### src/rtl/cte_pkg.sv
// Types and constants shared by the colour transform engine and its
// downstream frame writer.
package cte_pkg;

  localparam int RGB_W = 24;

  typedef struct packed {
    logic [7:0] r;
    logic [7:0] g;
    logic [7:0] b;
  } rgb_t;

  typedef enum logic [1:0] {
    ST_IDLE = 2'd0,
    ST_RUN  = 2'd1,
    ST_DONE = 2'd2
  } fw_state_t;

endpackage

### src/rtl/sync_fifo.sv
// First-word fall-through FIFO. Pushing while full is accepted only
// together with a pop in the same cycle.
module sync_fifo #(
  parameter int WIDTH = 24,
  parameter int DEPTH = 8
) (
  input  logic                       clk,
  input  logic                       reset,
  input  logic                       clr,
  input  logic                       push,
  input  logic                       pop,
  input  logic [WIDTH-1:0]           din,
  output logic [WIDTH-1:0]           dout,
  output logic                       full,
  output logic                       empty,
  output logic [$clog2(DEPTH):0]     level
);

  localparam int AW = $clog2(DEPTH);
  localparam logic [AW-1:0] PTR_ONE  = AW'(1);
  localparam logic [AW:0]   LVL_ONE  = (AW+1)'(1);
  localparam logic [AW:0]   LVL_FULL = (AW+1)'(DEPTH);

  logic [WIDTH-1:0] mem_q [DEPTH];
  logic [AW-1:0]    wr_ptr_q;
  logic [AW-1:0]    rd_ptr_q;
  logic [AW:0]      level_q;
  logic             do_push;
  logic             do_pop;

  assign empty   = (level_q == '0);
  assign full    = (level_q == LVL_FULL);
  assign do_pop  = pop && !empty;
  assign do_push = push && (!full || do_pop);
  assign dout    = mem_q[rd_ptr_q];
  assign level   = level_q;

  always_ff @(posedge clk) begin
    if (!reset || clr) begin
      wr_ptr_q <= '0;
      rd_ptr_q <= '0;
      level_q  <= '0;
    end else begin
      if (do_push) wr_ptr_q <= wr_ptr_q + PTR_ONE;
      if (do_pop)  rd_ptr_q <= rd_ptr_q + PTR_ONE;
      case ({do_push, do_pop})
        2'b10:   level_q <= level_q + LVL_ONE;
        2'b01:   level_q <= level_q - LVL_ONE;
        default: level_q <= level_q;
      endcase
    end
  end

  // Storage is not reset: an entry is only visible once a push has written it.
  always_ff @(posedge clk) begin
    if (do_push) mem_q[wr_ptr_q] <= din;
  end

endmodule

### src/rtl/rgb_frame_writer.sv
// Captures one frame of RGB pixels and writes it in raster order to a
// frame-buffer SRAM through a request/grant port, buffering grant stalls.
module rgb_frame_writer
  import cte_pkg::*;
#(
  parameter int IMG_W      = 20,
  parameter int IMG_H      = 25,
  parameter int ADDR_W     = 9,
  parameter int FIFO_DEPTH = 8
) (
  input  logic                          clk,
  input  logic                          reset,
  input  logic                          start,
  input  logic                          in_valid,
  input  logic [23:0]                   rgb_in,
  output logic                          mem_req,
  input  logic                          mem_gnt,
  output logic [ADDR_W-1:0]             mem_addr,
  output logic [23:0]                   mem_wdata,
  output logic                          busy,
  output logic                          frame_done,
  output logic                          overflow,
  output logic                          stray,
  output logic [$clog2(FIFO_DEPTH):0]   fifo_level
);

  localparam int LVL_W = $clog2(FIFO_DEPTH) + 1;
  localparam int TOTAL = IMG_W * IMG_H;
  localparam logic [ADDR_W:0]   CNT_TOTAL = (ADDR_W+1)'(TOTAL);
  localparam logic [ADDR_W:0]   CNT_ONE   = (ADDR_W+1)'(1);
  localparam logic [ADDR_W-1:0] LAST_ADDR = ADDR_W'(TOTAL - 1);
  localparam logic [ADDR_W-1:0] ADDR_ONE  = ADDR_W'(1);
  localparam logic [LVL_W-1:0]  LVL_ONE   = LVL_W'(1);

  fw_state_t         state_q, state_d;
  logic [ADDR_W:0]   push_cnt_q, push_cnt_d;
  logic [ADDR_W-1:0] addr_q, addr_d;
  logic              ovf_q, ovf_d;
  logic              stray_q, stray_d;

  rgb_t              pix_in_s;
  rgb_t              head_s;
  logic              fifo_full_s, fifo_empty_s;
  logic [LVL_W-1:0]  fifo_level_s;
  logic              start_go_s, accept_s, push_req_s, push_s, pop_s, drop_s, last_wr_s;

  assign pix_in_s   = rgb_in;
  assign start_go_s = (state_q == ST_IDLE) && start;
  assign accept_s   = (state_q == ST_RUN) && (push_cnt_q < CNT_TOTAL);
  assign push_req_s = in_valid && accept_s;
  assign pop_s      = mem_req && mem_gnt;
  assign push_s     = push_req_s && (!fifo_full_s || pop_s);
  assign drop_s     = push_req_s && fifo_full_s && !pop_s;
  // The frame ends when every pixel has been counted and the final buffered
  // one is being written; dropped pixels never reach the top address.
  assign last_wr_s  = pop_s && (push_cnt_q == CNT_TOTAL) && (fifo_level_s == LVL_ONE);

  sync_fifo #(
    .WIDTH (RGB_W),
    .DEPTH (FIFO_DEPTH)
  ) u_fifo (
    .clk   (clk),
    .reset (reset),
    .clr   (start_go_s),
    .push  (push_s),
    .pop   (pop_s),
    .din   (pix_in_s),
    .dout  (head_s),
    .full  (fifo_full_s),
    .empty (fifo_empty_s),
    .level (fifo_level_s)
  );

  always_comb begin
    state_d    = state_q;
    push_cnt_d = push_cnt_q;
    addr_d     = addr_q;
    ovf_d      = ovf_q;
    stray_d    = stray_q;
    case (state_q)
      ST_IDLE: if (start)     state_d = ST_RUN;  else state_d = ST_IDLE;
      ST_RUN:  if (last_wr_s) state_d = ST_DONE; else state_d = ST_RUN;
      ST_DONE: state_d = ST_IDLE;
      default: state_d = ST_IDLE;
    endcase
    if (start_go_s) begin
      push_cnt_d = '0;
      addr_d     = '0;
      ovf_d      = 1'b0;
      stray_d    = 1'b0;
    end else begin
      if (push_req_s) push_cnt_d = push_cnt_q + CNT_ONE; else push_cnt_d = push_cnt_q;
      if (in_valid && !accept_s) stray_d = 1'b1; else stray_d = stray_q;
      if (drop_s) ovf_d = 1'b1; else ovf_d = ovf_q;
      // Address saturates at the last word; only a new start rewinds it.
      if (pop_s && (addr_q != LAST_ADDR)) addr_d = addr_q + ADDR_ONE; else addr_d = addr_q;
    end
  end

  always_ff @(posedge clk) begin
    if (!reset) begin
      state_q    <= ST_IDLE;
      push_cnt_q <= '0;
      addr_q     <= '0;
      ovf_q      <= 1'b0;
      stray_q    <= 1'b0;
    end else begin
      state_q    <= state_d;
      push_cnt_q <= push_cnt_d;
      addr_q     <= addr_d;
      ovf_q      <= ovf_d;
      stray_q    <= stray_d;
    end
  end

  assign mem_req    = (state_q == ST_RUN) && !fifo_empty_s;
  assign mem_addr   = addr_q;
  assign mem_wdata  = fifo_empty_s ? 24'h000000 : head_s;
  assign busy       = (state_q == ST_RUN);
  assign frame_done = (state_q == ST_DONE);
  assign overflow   = ovf_q;
  assign stray      = stray_q;
  assign fifo_level = fifo_level_s;

endmodule
### config.mk
export PLATFORM = sky130hd
export DESIGN_NAME = rgb_frame_writer
export DESIGN_NICKNAME = d
export VERILOG_FILES = /design/src/rtl/cte_pkg.sv /design/src/rtl/sync_fifo.sv /design/src/rtl/rgb_frame_writer.sv
export SDC_FILE = /design/constraint.sdc
export NUM_CORES = 1
export LEC_CHECK = 0
export ABC_AREA = 1
export ABC_CLOCK_PERIOD_IN_PS = 3800
export CORE_ASPECT_RATIO = 2
export CORE_MARGIN = 2
export CORE_UTILIZATION = 58
export DETAILED_ROUTE_END_ITERATION = 7
export PLACE_DENSITY = 0.86
export SYNTH_ARGS = -nofsm -noshare
export SYNTH_HDL_FRONTEND = slang
export SYNTH_SLANG_ARGS = --single-unit
### constraint.sdc
create_clock -name clk -period 3.8 [get_ports clk]
set_input_delay 0.76 -clock clk [delete_from_list [all_inputs] [get_ports clk]]
set_output_delay 0.76 -clock clk [all_outputs]
set_load 0.01 [all_outputs]
# Word-level counts from Yosys, hierarchy flattened
# Memories as Yosys holds them, arrays and structs flattened. A register that Yosys moved wholly into a read port is not among the register bits.
# Index checks and enable logic that the tools add are counted.
# totals
mem_count	1
ram_bits	192
out_inout_bits	42
regBits	33
# op_classes
reduce_logical	26
magnitude_cmp	1
n_bitwise	1
muxes	9
eq_ne	8
addsub	6
# memory_table
memory	depth	width	read_ports	rd_ports_with_merged_regs	wr	line_no	source
u_fifo.mem_q	8	24	1	1	1	sync_fifo.sv:24	logic [WIDTH-1:0] mem_q [DEPTH];
# op_table
cell	count
24-bit two-way mux	1
1-bit logical AND	14
10-bit by 1-bit adder with 10-bit output (second input constant)	1
10-bit by 9-bit == test with 1-bit output (second input constant)	1
10-bit by 9-bit less-than comparator with 1-bit output (second input constant)	1
9-bit by 1-bit adder with 9-bit output (second input constant)	1
9-bit inequality test (second input constant)	1
4-bit one-hot mux with 2 select lines	1
3-bit by 1-bit adder with 3-bit output (second input constant)	2
3-bit two-way mux	2
1-bit logical NOT	5
4-bit by 1-bit adder with 4-bit output (second input constant)	1
2-bit by 1-bit == test with 1-bit output (second input constant)	2
2-bit == test (second input constant)	2
4-bit by 1-bit == test with 1-bit output (second input constant)	1
4-bit == test (second input constant)	1
4-bit logical NOT	1
2-bit one-hot mux with 2 select lines	1
4-bit by 1-bit subtractor with 4-bit output (second input constant)	1
1-bit logical OR	3
1-bit two-way mux	3
2-bit logical NOT	1
2-bit two-way mux	1
2-bit nonzero test	1
2 further kinds	2

# Depth between registers and ports, before layout
# Gate-level depths: netlist of the first run.
# logic_depth
ltp_word	9
ltp_mapped	12
ltp_nobuf	12

# Hierarchy
# A second synthesis of the first run with hierarchy kept.
# hier_totals
hier_cells	836
hier_area_um2	9678.0
# modules_own_cells
module	cells_per_inst	n_inst	area_per_inst_um2
sync_fifo	587	1	8157.8
rgb_frame_writer	249	1	1520.2

# Least setup slack after synthesis of the first run
# OpenSTA, ideal clock, no wires.
# synth_timing
path_kind	register to register
startpoint	register u_fifo.level_q[0] (netlist: u_fifo.level[0])
endpoint	memory u_fifo.mem_q[5][0] (enable)
path_stages_with_launch	10
path_slack_ns	0.348
n_path_buf	0
arrival_time_ns	3.017
setup_time_ns	0.435
cell_sequence	dfxtp_1 > inv_1 > ha_1 > nand2_4 > nand3_4 > nand2_1 > inv_2 > nor2_8 > nand2_4 > nor3_1
# synth_between
elab_chain_len	9
word_cells_on_any_way	13
cone_classes	eq/ne (1); mux (2); reduce/logical (10)
# synth_lines
item	line_no	source
start: declaration	sync_fifo.sv:27	logic [AW:0] level_q;
start signal: assignment	sync_fifo.sv:47	2'b10: level_q <= level_q + LVL_ONE;
start signal: assignment	sync_fifo.sv:48	2'b01: level_q <= level_q - LVL_ONE;
start signal: assignment	sync_fifo.sv:49	default: level_q <= level_q;
4-bit logical NOT	sync_fifo.sv:31	assign empty = (level_q == '0);
1-bit logical NOT	sync_fifo.sv:33, rgb_frame_writer.sv:116	
1-bit logical AND	rgb_frame_writer.sv:116	assign mem_req = (state_q == ST_RUN) && !fifo_empty_s;
1-bit logical AND	rgb_frame_writer.sv:51	assign pop_s = mem_req && mem_gnt;
1-bit logical OR / 1-bit logical AND (equally long branches)	rgb_frame_writer.sv:52, sync_fifo.sv:33	
1-bit logical AND / 1-bit logical OR (equally long branches)	rgb_frame_writer.sv:52, sync_fifo.sv:34	
1-bit logical AND *	sync_fifo.sv:34	assign do_push = push && (!full || do_pop);
1-bit two-way mux *	sync_fifo.sv:56	if (do_push) mem_q[wr_ptr_q] <= din;
1-bit two-way mux (not written as such) *	sync_fifo.sv:56	
end: declaration	sync_fifo.sv:24	
# Every way passes the cells marked *; elsewhere a longest branch is shown, timed or not.

==> out/results.md, run 1 <==
- **required arrival time at the worst endpoint** 3.04 ns
- **net count of the mapped netlist** 900
- **clock latency at the later pin of the worst-skew pair** 0.49 ns
- **maximum clock rate** 282.5 MHz
- **drt total wl** 19.57 mm
- **Clock transition at path regs** 0.07 ns
- **fin nets** 962
- **Crit-path slowest cell** clkdlybuf4s50_1
- **clk sink count** 228
- **vias in the first global route** 6422
- **area taken by flip-flops and latches** 6489 um2
- **Area Growth Syn to Fin** 15.58%
- **peak fanout along the critical path** 74
- **final HPWL from detailed placement** 11.17 mm
- **actual transition at the worst max-transition pin** 0.9920 ns
- **fill cell instance count of the final layout** 1176
- **setup repair after global routing missed its margin** no
- **final routed wire length divided by cell count** 17.15 um
- **maximum number of pins on one net before global-route repair** 97
- **Post-Synthesis Mean Instance Area** 10.98 um2
- **post-cts resize count** 0
- **Max-cap violations** 0
- **ports placed on the boundary** 71
- **reg2reg setup slack** 1.05 ns
- **min-delay worst type** reg2reg
- **Die X** 94.34 um
- **Routability Congestion** 0.7986
- **area enclosed by the die boundary** 17420 um2
- **leakage power figure** 3.707 nW
- **cell area after synthesis** 9467 um2
- **final critical-path required period** 3.540 ns
- **TritonCTS clock tree** done
- **effective utilization at floorplan** 0.5879
- **Yosys reg bits** 228
- **Synth cell types** 34
- **wire length of the first global-routing pass** 30.91 mm
- **run status** finished, final reports clean
- **number of cells on the worst reg-to-reg path** 10
- **synthesized instance count** 862
- **Fin Hold WS** 0.4543 ns
- **cell repeated most along the worst path** o21ai_0
- **Initial DRT Pass Iterations** 5
- **r2r startpoint** u_fifo.level[0]
- **area of the multi-input gates** 2650 um2
- **endpoints failing setup** 0
- **hold buffers post-CTS** 0
- **Max transition margin** 0.3380
- **vias after detailed routing** 6461
- **final-report max-slew violation count** 0
- **maximum clock insertion buffer count** 3
- **ratio of cells with drive above 1 in the final layout** 0.07692
- **register area share after synthesis** 0.6852
- **gr usage total** 0.2270
- **row cnt** 66
- **number of antenna violations at the first check in global routing** 1
- **number of buffers added for setup after CTS** 0
- **Critical Path Max Stage Delay** 0.58 ns
- **clk_skew** 0.01764 ns
- **DRC Markers** 0
- **kind of end point of the critical path** output port
- **clock buffers created by TritonCTS** 19
- **IR Drop Worst-Case VDD** 418.6 uV
- **capture instance of the worst register-to-register path** u_fifo.mem_q[5][11]
- **post-route setup TNS** 0 ns
- **total congestion overflow after global routing** 0
- **Yosys warning total** 0
- **number of cells on the worst hold path** 2
- **core footprint** 16100 um2
- **DRT iter0 DRCs** 426
- **chain of cells forming the critical path** buf_4, o21ai_0, o21ai_1, o21ai_0, nor2_1, clkdlybuf4s50_1
- **cell area power density** 444.0 nW/um2
- **category of the most critical setup path** reg2out
- **launch point of the worst hold path** push_cnt_q[8]
- **area after detailed placement** 10360 um2
- **hold violation total from the final report** 0
- **post-route clock period utilization** 0.9315
- **Critical Path AT** 2.78 ns
- **kind of start point of the critical path** flop
- **count of nets left with antenna violations after detail routing** 0
- **H-tree depth** 1
- **ratio of routed vias to standard cells** 5.663
- **end point of the worst hold path** push_cnt_q[8]
- **die height** 184.7 um
- **port buffer count** 70
- **CTS root buf** clkbuf_16
- **final design instance area without fill** 10940 um2
==> through the flow <==
stage / worst slack, ns / total power [mW] / utilization / cells
finish: 0.2604 / 4.858 / 0.6795 / 1141
CTS: 0.2812 / 4.901 / 0.6793 / 1140
global placement: 0.9525 / 3.072 / 0.6434 / 1107
global route: 0.1156 / 5.010 / 0.6795 / 1141
detailed placement: 0.8339 / 3.085 / 0.6434 / 1107
floorplan: 0.3477 / 2.947 / - / 862
==> flip-flops by register name, summed over array words and instances (netlist names), named ones only <==
name / count
mem_addr: 9
u_fifo.rd_ptr_q: 3
overflow: 1
u_fifo.wr_ptr_q: 3
push_cnt_q: 10
u_fifo.mem_q: 192
stray: 1
u_fifo.level: 4
state_q: 2
==> critical path, delay by kind of cell, from the launching register on <==
kind,cells,cell delay [ns]
buf+inv,2,1.14
compound gates,3,0.55
flops,1,0.35
simple gates,1,0.22
==> metal layers <==
| metal | GRT usage | up-vias | routed length, um |
|---|---|---|---|
| li1 | - | 3104 | - |
| met1 | 0.2786 | 3103 | 7490 |
| met2 | 0.3983 | 215 | 10450 |
| met3 | 0.03107 | 39 | 1129 |
| met4 | 0.09449 | 0 | 503 |
| met5 | 0 | - | 0 |
==> power breakdown <==
| group | total [mW] | switching [mW] | internal [mW] |
|---|---|---|---|
| clock | 1.83 | 0.834 | 0.992 |
| combinational | 0.286 | 0.171 | 0.115 |
| sequential | 2.74 | 0.0120 | 2.73 |
==> cell usage after synthesis, drive strengths merged <==
cell	count	area share
inv	36	0.014
clkbuf	26	0.010
edfxtp	192	0.61
a21oi	25	0.014
buf	18	0.013
nand3b	1	0.00079
clkinv	1	0.00053
xor2	6	0.0056
nand3	9	0.0074
nor3	14	0.0079
and3	1	0.00066
xnor2	5	0.0046
o21ai	180	0.096
nand2	68	0.030
and2	1	0.00066
nand4	3	0.0020
o21bai	1	0.0012
dfxtp	36	0.076
nor2	230	0.095
ha	9	0.012
==> worst max path at each step <==
stage	from	end	slack (ns)	cells past startpoint
after global routing	flop	mem_wdata[3]	0.12	6
after global placement	flop	mem_wdata[22]	0.95	8
final	flop	mem_wdata[3]	0.26	6
after detailed placement	flop	mem_wdata[1]	0.83	6
after floorplan	u_fifo.level[0]	u_fifo.mem_q[5][0]	0.35	9
after CTS	flop	mem_wdata[1]	0.28	6
==> layout by cell type, fill, tap and decap left out, types with 14 or more instances in the layout <==
cell,count
a21oi_1,24
buf_4,14
clkbuf_16,19
clkdlybuf4s50_1,70
dfxtp_1,34
edfxtp_1,192
inv_1,32
nand2_1,64
nor2_1,224
o21ai_0,63
o21ai_1,116
==> area by class of cell <==
type,instances,area share
antenna,1,0.0002287
clock buffer,20,0.04380
clock inverter,13,0.009148
inverter,37,0.01281
multi-input combinational,553,0.2422
sequential,228,0.5930
tap,204,0.02333
timing repair buffer,85,0.07547
==> cells by family (layout without fill, tap and decap cells) <==
family	after synthesis	after routing	synth area share
xor gates and xnor gates	11	11	0.01018
AOI/OAI and AO/OA	206	206	0.1104
other	0	1	0
DFF	228	228	0.6852
buffers and inverters	81	155	0.03859
and+or+nand+nor	327	327	0.1438
adders and majority gates	9	9	0.01190
Note: power is estimated with default switching activity, not from simulation.
==> run 2: changes to the inputs <==
--- a/config.mk
+++ b/config.mk
@@ -10,8 +10,10 @@
 export CORE_ASPECT_RATIO = 2
 export CORE_MARGIN = 2
 export CORE_UTILIZATION = 58
+export CTS_CLUSTER_SIZE = 16
 export DETAILED_ROUTE_END_ITERATION = 7
 export PLACE_DENSITY = 0.86
+export SLEW_MARGIN = 10
 export SYNTH_ARGS = -nofsm -noshare
 export SYNTH_HDL_FRONTEND = slang
 export SYNTH_SLANG_ARGS = --single-unit
==> run 2 against run 1 <==
  * Total power down 2.2%
  * Critical path depth is the same
  * Register-to-register slack hardly changed
  * Flip-flop and latch count is the same
  * Global-route usage down 0.14 points
  * Combinational power barely moved
  * Via count is 0.54% higher
  * Setup slack better by 0.040 ns
  * Final area down 0.43%
  * Clock skew rose by 0.0025 ns
  * Critical endpoint is now mem_wdata[1]
  * Highest routed layer unchanged
==> out/results.md, run 2 (synthesis gave the netlist of run 1 again) <==
- **kind of end point of the critical path** output port
- **number of buffers added for setup after CTS** 0
- **total congestion overflow after global routing** 0
- **Crit-path slowest cell** buf_4
- **actual transition at the worst max-transition pin** 1.010 ns
- **final HPWL from detailed placement** 11.17 mm
- **H-tree depth** 1
- **area of the multi-input gates** 2650 um2
- **port buffer count** 70
- **row cnt** 66
- **setup repair after global routing missed its margin** no
- **gr usage total** 0.2256
- **cell repeated most along the worst path** o21ai_0
- **leakage power figure** 3.686 nW
- **maximum clock insertion buffer count** 3
- **vias in the first global route** 6377
- **GR Util met3** 0.03107
- **fin nets** 962
- **ratio of cells with drive above 1 in the final layout** 0.07173
- **hold buffers post-CTS** 0
- **placed insts** 1107
- **peak fanout along the critical path** 74
- **Clock transition at path regs** 0.07 ns
- **ports placed on the boundary** 71
- **sequential group share of total power** 0.578
- **global routing's busiest layer** met2
- **switching power** 984.8 uW
- **clock buffers created by TritonCTS** 19
- **Critical Path Max Stage Delay** 0.57 ns
- **max reg flops** 192
- **clk sink count** 228
- **chain of cells forming the critical path** buf_4, o21ai_0, o21ai_1, o21ai_0, nor2_1, clkdlybuf4s50_1
- **utilization after layout** 0.6765
- **number of cells in the finished layout apart from fillers** 1139
- **hold violation total from the final report** 0
- **Total Power Consumption** 4.753 mW
- **wire length of the first global-routing pass** 30.72 mm
- **most common cell after layout, fill and taps aside** nor2_1
- **number of antenna violations at the first check in global routing** 1
- **combinational cell fraction of total power** 0.060
- **family with the most delay on the worst path** buffers and inverters
- **DRT iter0 DRCs** 408
- **Die X** 94.34 um
- **post-route setup TNS** 0 ns
- **final critical-path required period** 3.499 ns
- **worst setup slack after placement** 0.8339 ns
- **drt total wl** 19.44 mm
- **Routability Congestion** 0.7986
- **Fin Hold WS** 0.4550 ns
- **die height** 184.7 um
- **run status** finished, final reports clean
- **clk_skew** 0.02009 ns
- **internal power of the cells** 3.768 mW
- **min-delay worst type** reg2reg
- **power share of the clock group** 0.362
- **IR Drop Worst-Case VDD** 420.3 uV
- **kind of start point of the critical path** flop
- **post-route clock period utilization** 0.9209
- **area taken by flip-flops and latches** 6489 um2
- **count of nets left with antenna violations after detail routing** 0
- **TritonCTS clock tree** done
- **min setup slack post-route** 0.3007 ns
- **final design instance area without fill** 10890 um2
- **Max transition margin** 0.3256
- **clock latency at the later pin of the worst-skew pair** 0.49 ns
- **required arrival time at the worst endpoint** 3.04 ns
- **vias after detailed routing** 6496
- **met1 Use GR** 0.2778
- **final-report max-slew violation count** 0
- **register with the most flip-flops** u_fifo.mem_q
- **DRC Markers** 0
- **top library cells by usage in the layout, fill and taps aside** 224 x nor2_1, 192 x edfxtp_1, 116 x o21ai_1, 70 x clkdlybuf4s50_1, 64 x nand2_1
- **worst path buffer plus inverter count** 2
- **core footprint** 16100 um2
- **Max-cap violations** 0
- **CTS root buf** clkbuf_16
- **maximum clock rate** 285.8 MHz
- **cell area power density** 436.3 nW/um2
- **fill cell instance count of the final layout** 1190
- **Area Growth Syn to Fin** 15.08%
- **Critical Path AT** 2.74 ns
- **endpoints failing setup** 0
- **maximum number of pins on one net before global-route repair** 97
- **final routed wire length divided by cell count** 17.07 um
- **area enclosed by the die boundary** 17420 um2
- **met2 usage** 0.3969
- **post-cts resize count** 0
- **net switching fraction of the power** 0.2072
- **category of the most critical setup path** reg2out
- **area after detailed placement** 10360 um2
- **effective utilization at floorplan** 0.5879
- **ratio of routed vias to standard cells** 5.703
- **Initial DRT Pass Iterations** 5
run 2: cell types whose count changed in the layout (fill, tap and decap cells not counted), sizes merged:
cell,change
inv,-2
clkinv,-1
clkinvlp,-2
clkbuf,+4
bufinv,-1
run 2: worst paths after layout:
check	start	endpoint	slack (ns)	cells after the start
max	flop	mem_wdata[1]	0.30	6
min	push_cnt_q[8]	push_cnt_q[8]	0.45	2
max reg2reg	u_fifo.level[0]	u_fifo.mem_q[5][11]	1.06	10
min reg2reg	push_cnt_q[8]	push_cnt_q[8]	0.45	2
run 2: cell type report:
type / count / share of cell area
Antenna cell: 1 / 0.0002297
Clock buffer: 24 / 0.04537
Clock inverter: 7 / 0.003446
Inverter: 37 / 0.01286
Multi-Input combinational cell: 553 / 0.2433
Sequential cell: 228 / 0.5956
Tap cell: 204 / 0.02343
Timing Repair Buffer: 85 / 0.07580
run 2: power by group through the flow:
| stage | Sequential [mW] | Clock, mW | Combinational [mW] |
|---|---|---|---|
| 2_1_floorplan | 2.80 | 0 | 0.147 |
| 3_3_place_gp | 2.80 | 0 | 0.274 |
| 3_5_place_dp | 2.80 | 0 | 0.285 |
| 4_1_cts | 2.74 | 1.76 | 0.287 |
| 5_1_grt | 2.75 | 1.84 | 0.316 |
| 6_report | 2.75 | 1.72 | 0.286 |
run 2: routing by layer:
layer  wire length [um]  vias up
li1                   -     3102
met4                513        0
met3               1207       38
met5                  0        -
met2              10340      250
met1               7375     3106
run 2: worst register-to-register path, cell delays in order (launching register included):
cell and delay, ns:
dfxtp_1 0.44, inv_1 0.10, ha_1 0.26, nand2_4 0.34, nand3_4 0.20, nand2_1 0.17
inv_2 0.08, nor2_8 0.14, nand2_4 0.09, nor3_2 0.17, buf_4 0.41
